$ cat src/rtl/spi_cs_scheduler_if.sv
// Bundles the client request/response side and the SPI_master side of spi_cs_scheduler.
// The scheduler takes the slave modport; whatever drives the requests and models SPI_master takes master.
interface spi_cs_scheduler_if #(
  parameter int NUM_REQ = 4,
  parameter int DATA_W  = 8
);
  logic [NUM_REQ-1:0]        req;
  logic [NUM_REQ*DATA_W-1:0] req_data;
  logic [NUM_REQ-1:0]        gnt;
  logic [NUM_REQ-1:0]        done;
  logic [DATA_W-1:0]         rsp_data;
  logic                      timeout_err;
  logic [NUM_REQ-1:0]        m_chip_sel;
  logic [DATA_W-1:0]         m_tx_data;
  logic                      m_start;
  logic                      m_done;
  logic [DATA_W-1:0]         m_rx_data;

  modport slave (
    input  req, req_data, m_done, m_rx_data,
    output gnt, done, rsp_data, timeout_err, m_chip_sel, m_tx_data, m_start
  );

  modport master (
    output req, req_data, m_done, m_rx_data,
    input  gnt, done, rsp_data, timeout_err, m_chip_sel, m_tx_data, m_start
  );
endinterface

$ cat src/rtl/spi_cs_scheduler.sv
// Round-robin arbiter and transfer sequencer sharing one SPI_master among NUM_REQ clients.
// Each transfer walks SETUP, START, WAIT, HOLD and GAP, with a saturating abort timer in WAIT.
module spi_cs_scheduler #(
  parameter int NUM_REQ = 4,
  parameter int DATA_W  = 8,
  parameter int GAP_CYC = 2,
  parameter int TIMEOUT = 255
) (
  input  logic              clk,
  input  logic              reset,
  spi_cs_scheduler_if.slave bus
);

  localparam int IDX_W = (NUM_REQ > 1) ? $clog2(NUM_REQ) : 1;
  localparam int TMR_W = $clog2(TIMEOUT + 1);
  localparam int GAP_W = $clog2(GAP_CYC + 1);

  typedef enum logic [2:0] {
    ST_IDLE,
    ST_SETUP,
    ST_START,
    ST_WAIT,
    ST_HOLD,
    ST_GAP
  } state_e;

  state_e             state_q, state_d;
  logic [IDX_W-1:0]   idx_q, idx_d;
  logic [IDX_W-1:0]   rr_ptr_q, rr_ptr_d;
  logic [DATA_W-1:0]  tx_q, tx_d;
  logic [DATA_W-1:0]  rx_q, rx_d;
  logic               abort_q, abort_d;
  logic [TMR_W-1:0]   timer_q, timer_d;
  logic [GAP_W-1:0]   gap_q, gap_d;

  logic               win_found;
  logic [IDX_W-1:0]   win_idx;
  logic [IDX_W-1:0]   cand;
  logic [TMR_W-1:0]   timer_inc;
  logic [NUM_REQ-1:0] sel;
  logic               cs_on;

  // Search requests starting at rr_ptr and wrapping; the first set bit wins.
  // NOTE: every variable an always_comb writes gets a default first, so no path can leave it
  // holding its old value and infer a latch.
  always_comb begin
    win_found = 1'b0;
    win_idx   = '0;
    cand      = '0;
    for (int k = 0; k < NUM_REQ; k++) begin
      cand = IDX_W'((int'(rr_ptr_q) + k) % NUM_REQ);
      if (!win_found && bus.req[cand]) begin
        win_found = 1'b1;
        win_idx   = cand;
      end
    end
  end

  always_comb begin
    state_d   = state_q;
    idx_d     = idx_q;
    rr_ptr_d  = rr_ptr_q;
    tx_d      = tx_q;
    rx_d      = rx_q;
    abort_d   = abort_q;
    timer_d   = timer_q;
    gap_d     = gap_q;
    timer_inc = (timer_q == TMR_W'(TIMEOUT)) ? timer_q : timer_q + 1'b1;

    case (state_q)
      ST_IDLE: begin
        if (win_found) begin
          idx_d    = win_idx;
          tx_d     = bus.req_data[int'(win_idx)*DATA_W +: DATA_W];
          rr_ptr_d = (int'(win_idx) == NUM_REQ - 1) ? '0 : win_idx + 1'b1;
          state_d  = ST_SETUP;
        end
      end
      ST_SETUP: state_d = ST_START;
      ST_START: begin
        timer_d = '0;
        abort_d = 1'b0;
        rx_d    = '0;
        state_d = ST_WAIT;
      end
      ST_WAIT: begin
        timer_d = timer_inc;
        // A completion on the final permitted cycle beats the abort.
        if (bus.m_done) begin
          rx_d    = bus.m_rx_data;
          state_d = ST_HOLD;
        end else if (timer_inc == TMR_W'(TIMEOUT)) begin
          rx_d    = '0;
          abort_d = 1'b1;
          state_d = ST_HOLD;
        end
      end
      ST_HOLD: begin
        gap_d   = '0;
        state_d = ST_GAP;
      end
      ST_GAP: begin
        if (gap_q == GAP_W'(GAP_CYC - 1)) state_d = ST_IDLE;
        else                              gap_d   = gap_q + 1'b1;
      end
      default: state_d = ST_IDLE;
    endcase
  end

  // NOTE: state registers use non-blocking assignments so every flop samples the values
  // from before the edge, independent of statement order.
  always_ff @(posedge clk) begin
    if (reset) begin
      state_q  <= ST_IDLE;
      idx_q    <= '0;
      rr_ptr_q <= '0;
      tx_q     <= '0;
      rx_q     <= '0;
      abort_q  <= 1'b0;
      timer_q  <= '0;
      gap_q    <= '0;
    end else begin
      state_q  <= state_d;
      idx_q    <= idx_d;
      rr_ptr_q <= rr_ptr_d;
      tx_q     <= tx_d;
      rx_q     <= rx_d;
      abort_q  <= abort_d;
      timer_q  <= timer_d;
      gap_q    <= gap_d;
    end
  end

  always_comb begin
    sel        = '0;
    sel[idx_q] = 1'b1;
  end

  // Outputs decode from the registered state, so they clear in the cycle after a reset edge.
  assign cs_on           = (state_q == ST_SETUP) || (state_q == ST_START) ||
                           (state_q == ST_WAIT)  || (state_q == ST_HOLD);
  assign bus.gnt         = cs_on ? sel : '0;
  assign bus.m_chip_sel  = cs_on ? sel : '0;
  assign bus.m_start     = (state_q == ST_START);
  assign bus.m_tx_data   = tx_q;
  assign bus.done        = (state_q == ST_HOLD) ? sel : '0;
  assign bus.rsp_data    = (state_q == ST_HOLD) ? rx_q : '0;
  assign bus.timeout_err = (state_q == ST_HOLD) && abort_q;

endmodule

$ cat src/flat_wrapper.sv
// flat-port wrapper written by rule: the top's interface ports become plain ports
module spi_cs_scheduler_flat 
#(
  parameter int NUM_REQ = 4,
  parameter int DATA_W  = 8,
  parameter int GAP_CYC = 2,
  parameter int TIMEOUT = 255
)
  (clk, reset, bus_req, bus_req_data, bus_m_done, bus_m_rx_data, bus_gnt, bus_done, bus_rsp_data, bus_timeout_err, bus_m_chip_sel, bus_m_tx_data, bus_m_start);
  spi_cs_scheduler_if #(.NUM_REQ(NUM_REQ), .DATA_W(DATA_W)) bus_i ();
  input  logic clk;
  input  logic reset;
  input wire logic [$bits(bus_i.req)-1:0] bus_req;
  input wire logic [$bits(bus_i.req_data)-1:0] bus_req_data;
  input wire logic [$bits(bus_i.m_done)-1:0] bus_m_done;
  input wire logic [$bits(bus_i.m_rx_data)-1:0] bus_m_rx_data;
  output wire logic [$bits(bus_i.gnt)-1:0] bus_gnt;
  output wire logic [$bits(bus_i.done)-1:0] bus_done;
  output wire logic [$bits(bus_i.rsp_data)-1:0] bus_rsp_data;
  output wire logic [$bits(bus_i.timeout_err)-1:0] bus_timeout_err;
  output wire logic [$bits(bus_i.m_chip_sel)-1:0] bus_m_chip_sel;
  output wire logic [$bits(bus_i.m_tx_data)-1:0] bus_m_tx_data;
  output wire logic [$bits(bus_i.m_start)-1:0] bus_m_start;
  assign bus_i.req = bus_req;
  assign bus_i.req_data = bus_req_data;
  assign bus_i.m_done = bus_m_done;
  assign bus_i.m_rx_data = bus_m_rx_data;
  assign bus_gnt = bus_i.gnt;
  assign bus_done = bus_i.done;
  assign bus_rsp_data = bus_i.rsp_data;
  assign bus_timeout_err = bus_i.timeout_err;
  assign bus_m_chip_sel = bus_i.m_chip_sel;
  assign bus_m_tx_data = bus_i.m_tx_data;
  assign bus_m_start = bus_i.m_start;
  spi_cs_scheduler #(.NUM_REQ(NUM_REQ), .DATA_W(DATA_W), .GAP_CYC(GAP_CYC), .TIMEOUT(TIMEOUT)) u_core (.clk(clk), .reset(reset), .bus(bus_i));
endmodule
$ cat config.mk
export PLATFORM = sky130hd
export DESIGN_NAME = spi_cs_scheduler_flat
export DESIGN_NICKNAME = d
export VERILOG_FILES = /design/src/rtl/spi_cs_scheduler_if.sv /design/src/rtl/spi_cs_scheduler.sv /design/src/flat_wrapper.sv
export SDC_FILE = /design/constraint.sdc
export NUM_CORES = 1
export LEC_CHECK = 0
export CELL_PAD_IN_SITES_DETAIL_PLACEMENT = 0
export CELL_PAD_IN_SITES_GLOBAL_PLACEMENT = 1
export CORE_UTILIZATION = 28
export CTS_CLUSTER_SIZE = 14
export DETAILED_ROUTE_END_ITERATION = 12
export HOLD_SLACK_MARGIN = 0.06
export PLACE_DENSITY = 0.83
export SYNTH_ARGS = -nofsm -noshare
export SYNTH_HDL_FRONTEND = slang
export SYNTH_SLANG_ARGS = --single-unit
$ cat constraint.sdc
create_clock -name clk -period 1.8 [get_ports clk]
set_input_delay 0.18 -clock clk [delete_from_list [all_inputs] [get_ports clk]]
set_output_delay 0.18 -clock clk [all_outputs]
set_load 0.05 [all_outputs]
======== Word level (Yosys, flattened, before mapping) ========
Cells that the tools add are included.
word-level totals
  input bits .............................. 47
  word-level logic and storage cells ...... 92
  output and inout port bits .............. 30
  register bits ........................... 34
operators by class
  reduce and logical (&&, ||, !) cells .... 19
  order comparisons ....................... 6
  eq/ne operators ......................... 15
  multiplexer cells ....................... 37
  shift-type cells ........................ 1
  $add $sub $neg .......................... 6
operator list
  operator                                                                       number
  8-bit two-way mux                                                              4
  8-bit case mux with 2 select lines                                             2
  32-bit by 6-bit indexed part select with 8-bit output                          1
  3-bit case mux with 6 select lines                                             1
  8-bit == test (second input constant)                                          2
  2-bit by 3-bit less-than comparator with 1-bit output (second input constant)  5
  2-bit two-way mux                                                              6
  3-bit two-way mux                                                              4
  1-bit two-way mux                                                              11
  8-bit by 1-bit adder with 8-bit output (second input constant)                 1
  1-bit binary-select mux with 2-bit select                                      4
  4-bit two-way mux                                                              2
  2-bit by 1-bit adder with 2-bit output (second input constant)                 3
  3-bit by 2-bit == test with 1-bit output (second input constant)               2
  3-bit == test (second input constant)                                          2
  2-bit by 1-bit inequality test with 1-bit output (second input constant)       3
  2-bit AND reduction                                                            3
  3-bit AND reduction                                                            2
  1-bit logical AND                                                              5
  2-bit adder (second input constant)                                            2
  2-bit by 1-bit == test with 1-bit output (second input constant)               2
  2-bit inequality test (second input constant)                                  2
  2-bit case mux with 2 select lines                                             1
  2-bit nonzero test                                                             2
  other kinds (8)                                                                12

======== Logic depth before layout (Yosys ltp) ========
  depth in word-level cells ............... 14
  gate-level depth with buffers ........... 7
  gate-level depth less buffers ........... 6

======== Least setup slack after synthesis ========
No wires, ideal clock.
  path kind ............................... flip-flop to output port
  start ................................... register u_core.state_q[0]
  end ..................................... output port bus_m_chip_sel[0]
  arrival ................................. 2.275 ns
  path slack .............................. -0.655 ns
  required time ........................... 1.620 ns
  stages on the path, launching flop included .. 6
  cell sequence ........................... dfxtp_1 buf_2 nor2_1 xor2_1 nor3_1 buf_4
on the way
  longest elaborated chain between the ends .. 5
RTL lines
  element                                                                                                      line                     source
  start, declared                                                                                              spi_cs_scheduler.sv:27   state_e state_q, state_d;
  start signal, assigned                                                                                       spi_cs_scheduler.sv:123  state_q <= state_d;
  3-bit by 1-bit == test with 1-bit output / 3-bit by 2-bit == test with 1-bit output (equally long branches)  spi_cs_scheduler.sv:140  assign cs_on = (state_q == ST_SETUP) || (state_q == ST_START) ||
  1-bit logical OR (2 in series)                                                                               spi_cs_scheduler.sv:140
  1-bit logical OR *                                                                                           spi_cs_scheduler.sv:141  (state_q == ST_WAIT) || (state_q == ST_HOLD);
  4-bit two-way mux *                                                                                          -
  end, declared                                                                                                flat_wrapper.sv:21       output wire logic [$bits(bus_i.m_chip_sel)-1:0] bus_m_chip_sel;
Mark *: on every way between the ends. The rest lies on a longest branch, timed or not.

======== Worst setup path after layout ========
  start ................................... register u_core.state_q[1]
  end ..................................... output port bus_m_chip_sel[3]
on the way
  longest elaborated chain between the ends .. 5
RTL lines
  element                                                                                                      line                     source
  3-bit by 1-bit == test with 1-bit output / 3-bit by 2-bit == test with 1-bit output (equally long branches)  spi_cs_scheduler.sv:140
  1-bit logical OR (2 in series)                                                                               spi_cs_scheduler.sv:140
  1-bit logical OR *                                                                                           spi_cs_scheduler.sv:141
  4-bit two-way mux *                                                                                          spi_cs_scheduler.sv:143  assign bus.m_chip_sel = cs_on ? sel : '0;
Marked as above.

==> results by stage <==
Floorplan:
- The core region is 0.006944 sq mm.
- From left edge to right edge, the die measures around 90 um.
- The number of ports placed on the die boundary is 77.
- The cell row count is 30.
- The die is 87.61 um tall.
- The full die area is 0.007675 sq mm.
- The starting utilization of the core area is between 20 and 30%.

Clock network:
- The clock root buffer master is sky130_fd_sc_hd__clkbuf_8.
- The number of sinks driven by the clock tree is 34.
- The maximum clock path buffer count is 2.
- TritonCTS built the clock tree.
- The H-tree was split into 2 levels.
- The number of clock buffers added by TritonCTS is 5.
- Hold repair after CTS inserted 0 buffers.
- The clock-pin slew on the worst setup and hold paths is 0.07 ns.
- The later pin in the worst-skew pair is clocked with a latency of between 0.2 and 0.3 ns.

Power:
- The power spent charging and discharging nets is between 1 and 1.5 mW.
- The leakage power is 1.237 nW.
- The power density over the cells is 827.2 mW/mm^2.
- The switching power share of the total is 37.72%.
- The internal power summed over all cells is 1.733 mW.
- Sequential cells account for 33.1% of the total power.
- IR analysis of the VDD net gives a maximum drop of ~0.00026 V.
- The share of total power in the clock network is 21.1%.
- The proportion of power drawn by combinational gates is 45.8%.

STA:
- The worst path uses 95.37% of the clock period.
- The number of failing hold endpoints at the final stage came to 0.
- The fmax is 582.5 MHz.
- The transition at the pin with the smallest max-transition slack is 0.5122 ns.
- Setup slack on the critical path of the routed design comes to 0.08333 ns.
- Clock skew on the completed layout was measured at roughly 0.0014 ns.
- The worst hold margin is 0.4539 ns.
- The minimum period implied by the final worst setup slack is 1.717 ns.
- The count of endpoints failing setup in the final report is 0.
- The max-slew headroom at the worst pin is about 66%.
- The count of final max-slew check failures is 0.

Critical path:
- The number of buffer and inverter instances along the worst setup path is 1.
- The peak per-stage delay on the critical path is 0.52 ns.
- The data required time of the worst path is 1.62 ns.
- The type of destination of the critical path is an output pin.
- On the critical path the largest part of the delay comes from flip-flops.
- The critical path goes through nor2_4 > xor2_2 > nor2_2 > buf_12.
- The critical-path maximum fanout is 9.
- The data arrival time of the critical path is 1.54 ns.
- The worst setup path is launched from a flop.
- The cell with the biggest individual delay on the critical path is sky130_fd_sc_hd__dfxtp_1.
- The category of the critical setup timing path is reg -> out.

Yosys:
- The most common flop cell mapped by yosys is sky130_fd_sc_hd__dfxtp_1.
- Yosys attributes the largest share of cell area to sky130_fd_sc_hd__dfxtp_1 (33%), sky130_fd_sc_hd__mux2i_1 (8.8%), sky130_fd_sc_hd__nor2_1 (5.9%).
- The area share of the largest cell type after synthesis is 33.17%.
- The synthesis-stage register bit count is 34.
- Synthesis produced a netlist with a net count of 302.
- sky130_fd_sc_hd__dfxtp_1 takes more of the synthesized area than any other cell.
- The unique cell type count in the Yosys netlist is 48.
- Counting every instance in the synthesized netlist gives 253.
- The mapped netlist covers 0.002052 sq mm.
- The mean instance size in the synthesized netlist is 8.111 sq um.
- The sequential cell area fraction in the yosys report is 33.17%.
- For this run, asynchronously set or reset flops after synthesis account for 0%.
- During synthesis, Yosys emitted a total of 0 warnings.
- In this run, synthesis inferred 0 flip-flops with an integrated enable.

Finish:
- In the layout the commonest cells are sky130_fd_sc_hd__clkdlybuf4s50_1 (54), sky130_fd_sc_hd__dfxtp_1 (29), sky130_fd_sc_hd__nor2_1 (28).
- From synthesis to final layout, the design area changed by 63.96%.
- The number of nets in the layout is 390.
- The proportion of layout cells with a drive suffix above 1 is 21.64%.
- The library cell used most frequently in the layout, excluding fill and tap cells, is sky130_fd_sc_hd__clkdlybuf4s50_1.
- The number of antenna diodes in the final layout is 0.
- The post-layout instance area is 0.003364 sq mm.

Job:
- The tool flagged a number of max-cap violations equal to 0.

GRT:
- The number of global-route vias before repair is 1,890.
- The overall track demand over capacity in global routing is 14.17%.
- The initial antenna violation count is 0.
- The total global routing overflow is 0.
- Entering global routing, the biggest net connects 19 pins.
- The first global-routing pass estimated just under 9000 um of wire.

Route:
- The total iterations of the first detailed-routing run is 4.
- The final layout contains routed wiring with a total length of 5449 um.
- The average routed wire per standard cell is ~12 um.
- For this run, design rule violations remaining after detail routing come to 0.
- For this block, the initial DRC count from the detailed router was 71.
- The number of vias in the routed layout is around 2,100.
- The mean number of vias per cell is 4.735.
- The post-detailed-route count of antenna-violating nets is 0.

Placed design:
- The detailed-placement wirelength estimate is between 4000 and 5000 um.
- The worst slack at placement is -0.1136 ns.
- The congestion estimate from routability-driven global placement came to ~0.79.
- In this run the cell area measured after placement is 0.003226 sq mm.
- The number of input and output port buffers inserted is 76.

Outcome:
- The flow ran to the end, and the final reports show no timing, DRC or antenna violations.

Hold path:
- In this run the worst hold path is classified as in -> reg.
## cells in the mapped netlist, drive strengths merged, types with 3 or more instances
cell / number
a211oi: 3
dfxtp: 34
a22oi: 4
a21oi: 18
mux2i: 18
nand3: 9
inv: 11
nor2: 32
nor3: 11
clkbuf: 5
nand3b: 8
o221ai: 8
buf: 15
nand2: 20
and3: 3
nand2b: 10
nor2b: 3
o21ai: 13
## power groups by stage
stage / Sequential, mW / Combinational [mW] / Clock, mW
after CTS: 0.913 / 1.28 / 0.603
final: 0.921 / 1.28 / 0.587
after detailed placement: 0.928 / 1.26 / 0
after global routing: 0.932 / 1.36 / 0.637
after floorplan: 1.08 / 0.625 / 0
after global placement: 0.928 / 1.25 / 0
## layout make-up
type | count | area (sq um)
Sequential cell | 34 | 686.9
Tap cell | 96 | 120.1
Fill cell | 671 | 3580
Clock inverter | 1 | 5.005
Timing Repair Buffer | 101 | 1181
Inverter | 11 | 41.29
Multi-Input combinational cell | 188 | 1244
Clock buffer | 7 | 86.33
## metal layers
layer / vias up / part of all wire (%) / wire [um] / GRT usage, %
met2: 39 / 48 / 2614 / 24.29
met3: 4 / 4.0 / 218 / 2.733
met1: 955 / 47 / 2555 / 17.97
met4: 0 / 1.1 / 60 / 4.471
li1: 1076 / - / - / -
met5: - / 0 / 0 / 0
## stage by stage
step           setup TNS [ns]  instances  total power [mW]  util, %
2_1_floorplan          -1.124        253             1.701        -
3_3_place_gp          -0.6956        429             2.182    46.45
3_5_place_dp           -1.017        429             2.190    46.45
4_1_cts                     0        437             2.791    48.02
5_1_grt            -0.0009488        438             2.926    48.45
6_report                    0        438             2.783    48.45
## what timing repair did
item,CTS,global route
cloned,0,0
endpoints found under the hold margin,0,0
endpoints found under the setup margin,11,23
setup buffers,0,1
pin swaps,0,1
resized for setup,5,8
## final timing paths
kind | start | to | slack [ns] | depth (start not counted)
worst max-delay path | u_core.state_q[1]$_SDFFE_PP0P_ | bus_m_chip_sel[3] | 0.08 | 4
worst max register to register | u_core.timer_q[1]$_SDFFE_PP0P_ | u_core.abort_q$_SDFFE_PP0P_ | 0.10 | 7
worst min register to register | u_core.rx_q[6]$_SDFFE_PP0P_ | u_core.rx_q[6]$_SDFFE_PP0P_ | 0.47 | 2
worst min-delay path | bus_m_rx_data[6] | u_core.rx_q[6]$_SDFFE_PP0P_ | 0.45 | 3
## worst register-to-register path: cells and delay by family, from the launching register on
| family | cells | cell delay, ns |
|---|---|---|
| flops | 1 | 0.35 |
| compound gates | 2 | 0.43 |
| fa+ha+maj | 1 | 0.19 |
| simple gates | 3 | 0.54 |
| buf+inv | 1 | 0.15 |
## sequential cells by signal, indices dropped and copies added (netlist names)
signal and count:
u_core.bus.m_tx_data 8, u_core.rx_q 8, u_core.timer_q 8, u_core.state_q 3, u_core.gap_q 2, u_core.idx_q 2
u_core.rr_ptr_q 2, u_core.abort_q 1
## cells by family (layout without fill, tap and decap cells)
| group | count (synthesis) | in the layout | synth area share, % |
|---|---|---|---|
| multiplexers | 18 | 18 | 8.780 |
| buffers and inverters | 31 | 120 | 8.718 |
| flip-flops | 34 | 34 | 33.17 |
| AO/OA/AOI/OAI | 62 | 62 | 20.85 |
| XOR/XNOR | 3 | 3 | 1.281 |
| AND/OR/NAND/NOR | 103 | 103 | 25.98 |
| adder cells (fa/ha/maj) | 2 | 2 | 1.219 |
Power figures use the tool's default switching activity.
==> RTL change, RTL diff (same flow settings) <==
Put a register stage on the output `bus.timeout_err`, without a reset. The value now appears one clock later.
--- a/src/rtl/spi_cs_scheduler.sv
+++ b/src/rtl/spi_cs_scheduler.sv
@@ -145,7 +145,9 @@
   assign bus.m_tx_data   = tx_q;
   assign bus.done        = (state_q == ST_HOLD) ? sel : '0;
   assign bus.rsp_data    = (state_q == ST_HOLD) ? rx_q : '0;
-  assign bus.timeout_err = (state_q == ST_HOLD) && abort_q;
+  always_ff @(posedge clk) begin
+    bus.timeout_err <= (state_q == ST_HOLD) && abort_q;
+  end
 
 endmodule
 
Function: same outputs for any inputs over 4 cycles, from zero or initial values and one cycle with reset high; that may be too few to reach the edited logic, so the function may still have changed.
==> RTL change against the original RTL <==
  * Clock power is 3% lower
  * Final area is 1.7% lower
  * Setup slack lost 0.023 ns
  * Synthesized area increased by 2.2%
  * Sequential cell count rose by 1
  * Wire length grew 3.8%
  * Clock skew grew 0.0068 ns
  * First-iteration DRC count increased by 70%
  * Sequential share of layout area is 0.81 points higher
  * Hold slack gained 0.025 ns
  * Power up 34%
  * Largest cell class unchanged
  * Largest power group unchanged
  * Highest routed layer unchanged
==> RTL change: results (changes against the original RTL) <==
| Metric | Value |
|---|---|
| Net switching share of the total power | 0.449 (+0.0721) |
| Initial DRC Count | 121 (+70%) |
| Yosys cell types | 49 (+2.1%) |
| Layout multi-input combinational cell count | 178 (-5.3%) |
| Routability cong. | 0.870 (+9.9%) |
| Xor and xnor fraction of the mapped netlist area | 0.00418 (-0.00863) |
| Compound-cell area share of the yosys netlist | 0.243 (+0.0343) |
| Critical path launch point | u_core.state_q[0]$_SDFFE_PP0P_ |
| Proportion of cell area occupied by multi-input gates | 0.388 (+0.0185) |
| DR WL met3 | 402 um (+84%) |
| Total length of routed wires | 5660 um (+3.8%) |
| Worst r2r path cells | 6 (-1) |
| Wire length the detailed router placed on met1 | 2660 um (+4.2%) |
| Number of nets in the synthesized netlist | 303 (+0.33%) |
| Critical-path maximum fanout | 12 (+3) |
| Met2 track utilization from global routing | 0.220 (-0.0233) |
| Via count normalized by instance count | 4.95 (+4.6%) |
| Cell leakage power | 1.25 nW (+0.75%) |
| Crit Reg-Reg Startpoint | u_core.timer_q[0]$_SDFFE_PP0P_ |
| Final net count | 385 (-1.3%) |
| Status | finished clean |
| Most frequent cells after synthesis | dfxtp_1 (35), nor2_1 (30), mux2i_1 (19), inv_1 (17), a22oi_1 (13) |
| Total GRT Usage | 0.143 (+0.00167) |
| Global-route wire length before repair | 8850 um (+2.1%) |
| Arithmetic-cell share of the synthesized area counting full adders, half adders and majority gates | 0.0179 (+0.00570) |
| Average wire per standard cell | 13.0 um (+4.6%) |
| CP delay by family, top | buffers and inverters |
| Clock Skews | 0.00824 ns (+0.00685 ns) |
| Cell count after placement | 427 (-0.47%) |
| Share of layout cells above drive strength 1 | 0.205 (-0.0110) |
| Maximum number of pins on one net before global-route repair | 23 (+4) |
| Setup slack, reg-to-reg | 0.17 ns (+0.07 ns) |
| Syn avg cell area | 8.29 um2 (+2.2%) |
| Leading post-synthesis cells by cell area | dfxtp_1 (33%), mux2i_1 (9.1%), nor2_1 (5.4%), a22oi_1 (4.7%), o221ai_1 (3.8%) |
| Flip-flop and latch count after synthesis | 35 (+2.9%) |
| Multiplexer fraction of the synthesized cell area | 0.0961 (+0.00826) |
| Reg area | 702 um2 (+2.2%) |
| Number of global-route vias before repair | 1935 (+2.4%) |
| Pre-CTS setup slack | -0.178 ns (-0.0639 ns) |
==> RTL change: cell count changes in the layout (fill, tap and decap cells not counted), moves of 5 or more <==
cell	change
nand2_1	-9
dfxtp_1	+5
inv_1	+6
nand3_1	-5
nor2_1	-6
o41ai_1	+9
a22oi_1	+10
buf_4	+5
nor3_1	-5
buf_12	-9
a21oi_1	-9
==> RTL change: through the flow <==
stage,TNS [ns],area (um2),hold WS [ns]
floorplan,-1.08,2130,0.319
global placement,-1.29,3180,0.454
detailed placement,-1.65,3180,0.461
CTS,0,3280,0.484
global route,-0.107,3310,0.497
finish,0,3310,0.478
==> RTL change: power groups by stage <==
stage	registers [mW]	logic, mW	clock network, mW
2_1_floorplan	1.29	1.18	0
3_3_place_gp	1.06	2.06	0
3_5_place_dp	1.06	2.07	0
4_1_cts	1.05	2.11	0.587
5_1_grt	1.07	2.27	0.627
6_report	1.05	2.12	0.570
==> RTL change: worst min-delay path by stage <==
stage                                           start                           to  slack, ns  cells past startpoint
after global routing      u_core.rx_q[4]$_SDFFE_PP0P_  u_core.rx_q[4]$_SDFFE_PP0P_       0.50                      2
after detailed placement  u_core.abort_q$_SDFFE_PP0P_  u_core.abort_q$_SDFFE_PP0P_       0.46                      1
after CTS                 u_core.abort_q$_SDFFE_PP0P_  u_core.abort_q$_SDFFE_PP0P_       0.48                      1
after floorplan                      bus_m_rx_data[0]  u_core.rx_q[0]$_SDFFE_PP0P_       0.32                      2
final                     u_core.abort_q$_SDFFE_PP0P_  u_core.abort_q$_SDFFE_PP0P_       0.48                      1
after global placement    u_core.rx_q[6]$_SDFFE_PP0P_  u_core.rx_q[6]$_SDFFE_PP0P_       0.45                      2
==> RTL change: what timing repair did <==
item | 4_1_cts | 5_1_grt
setup endpoints to repair | 17 | 26
hold endpoints to repair | 0 | 0
resized for setup | 3 | 5
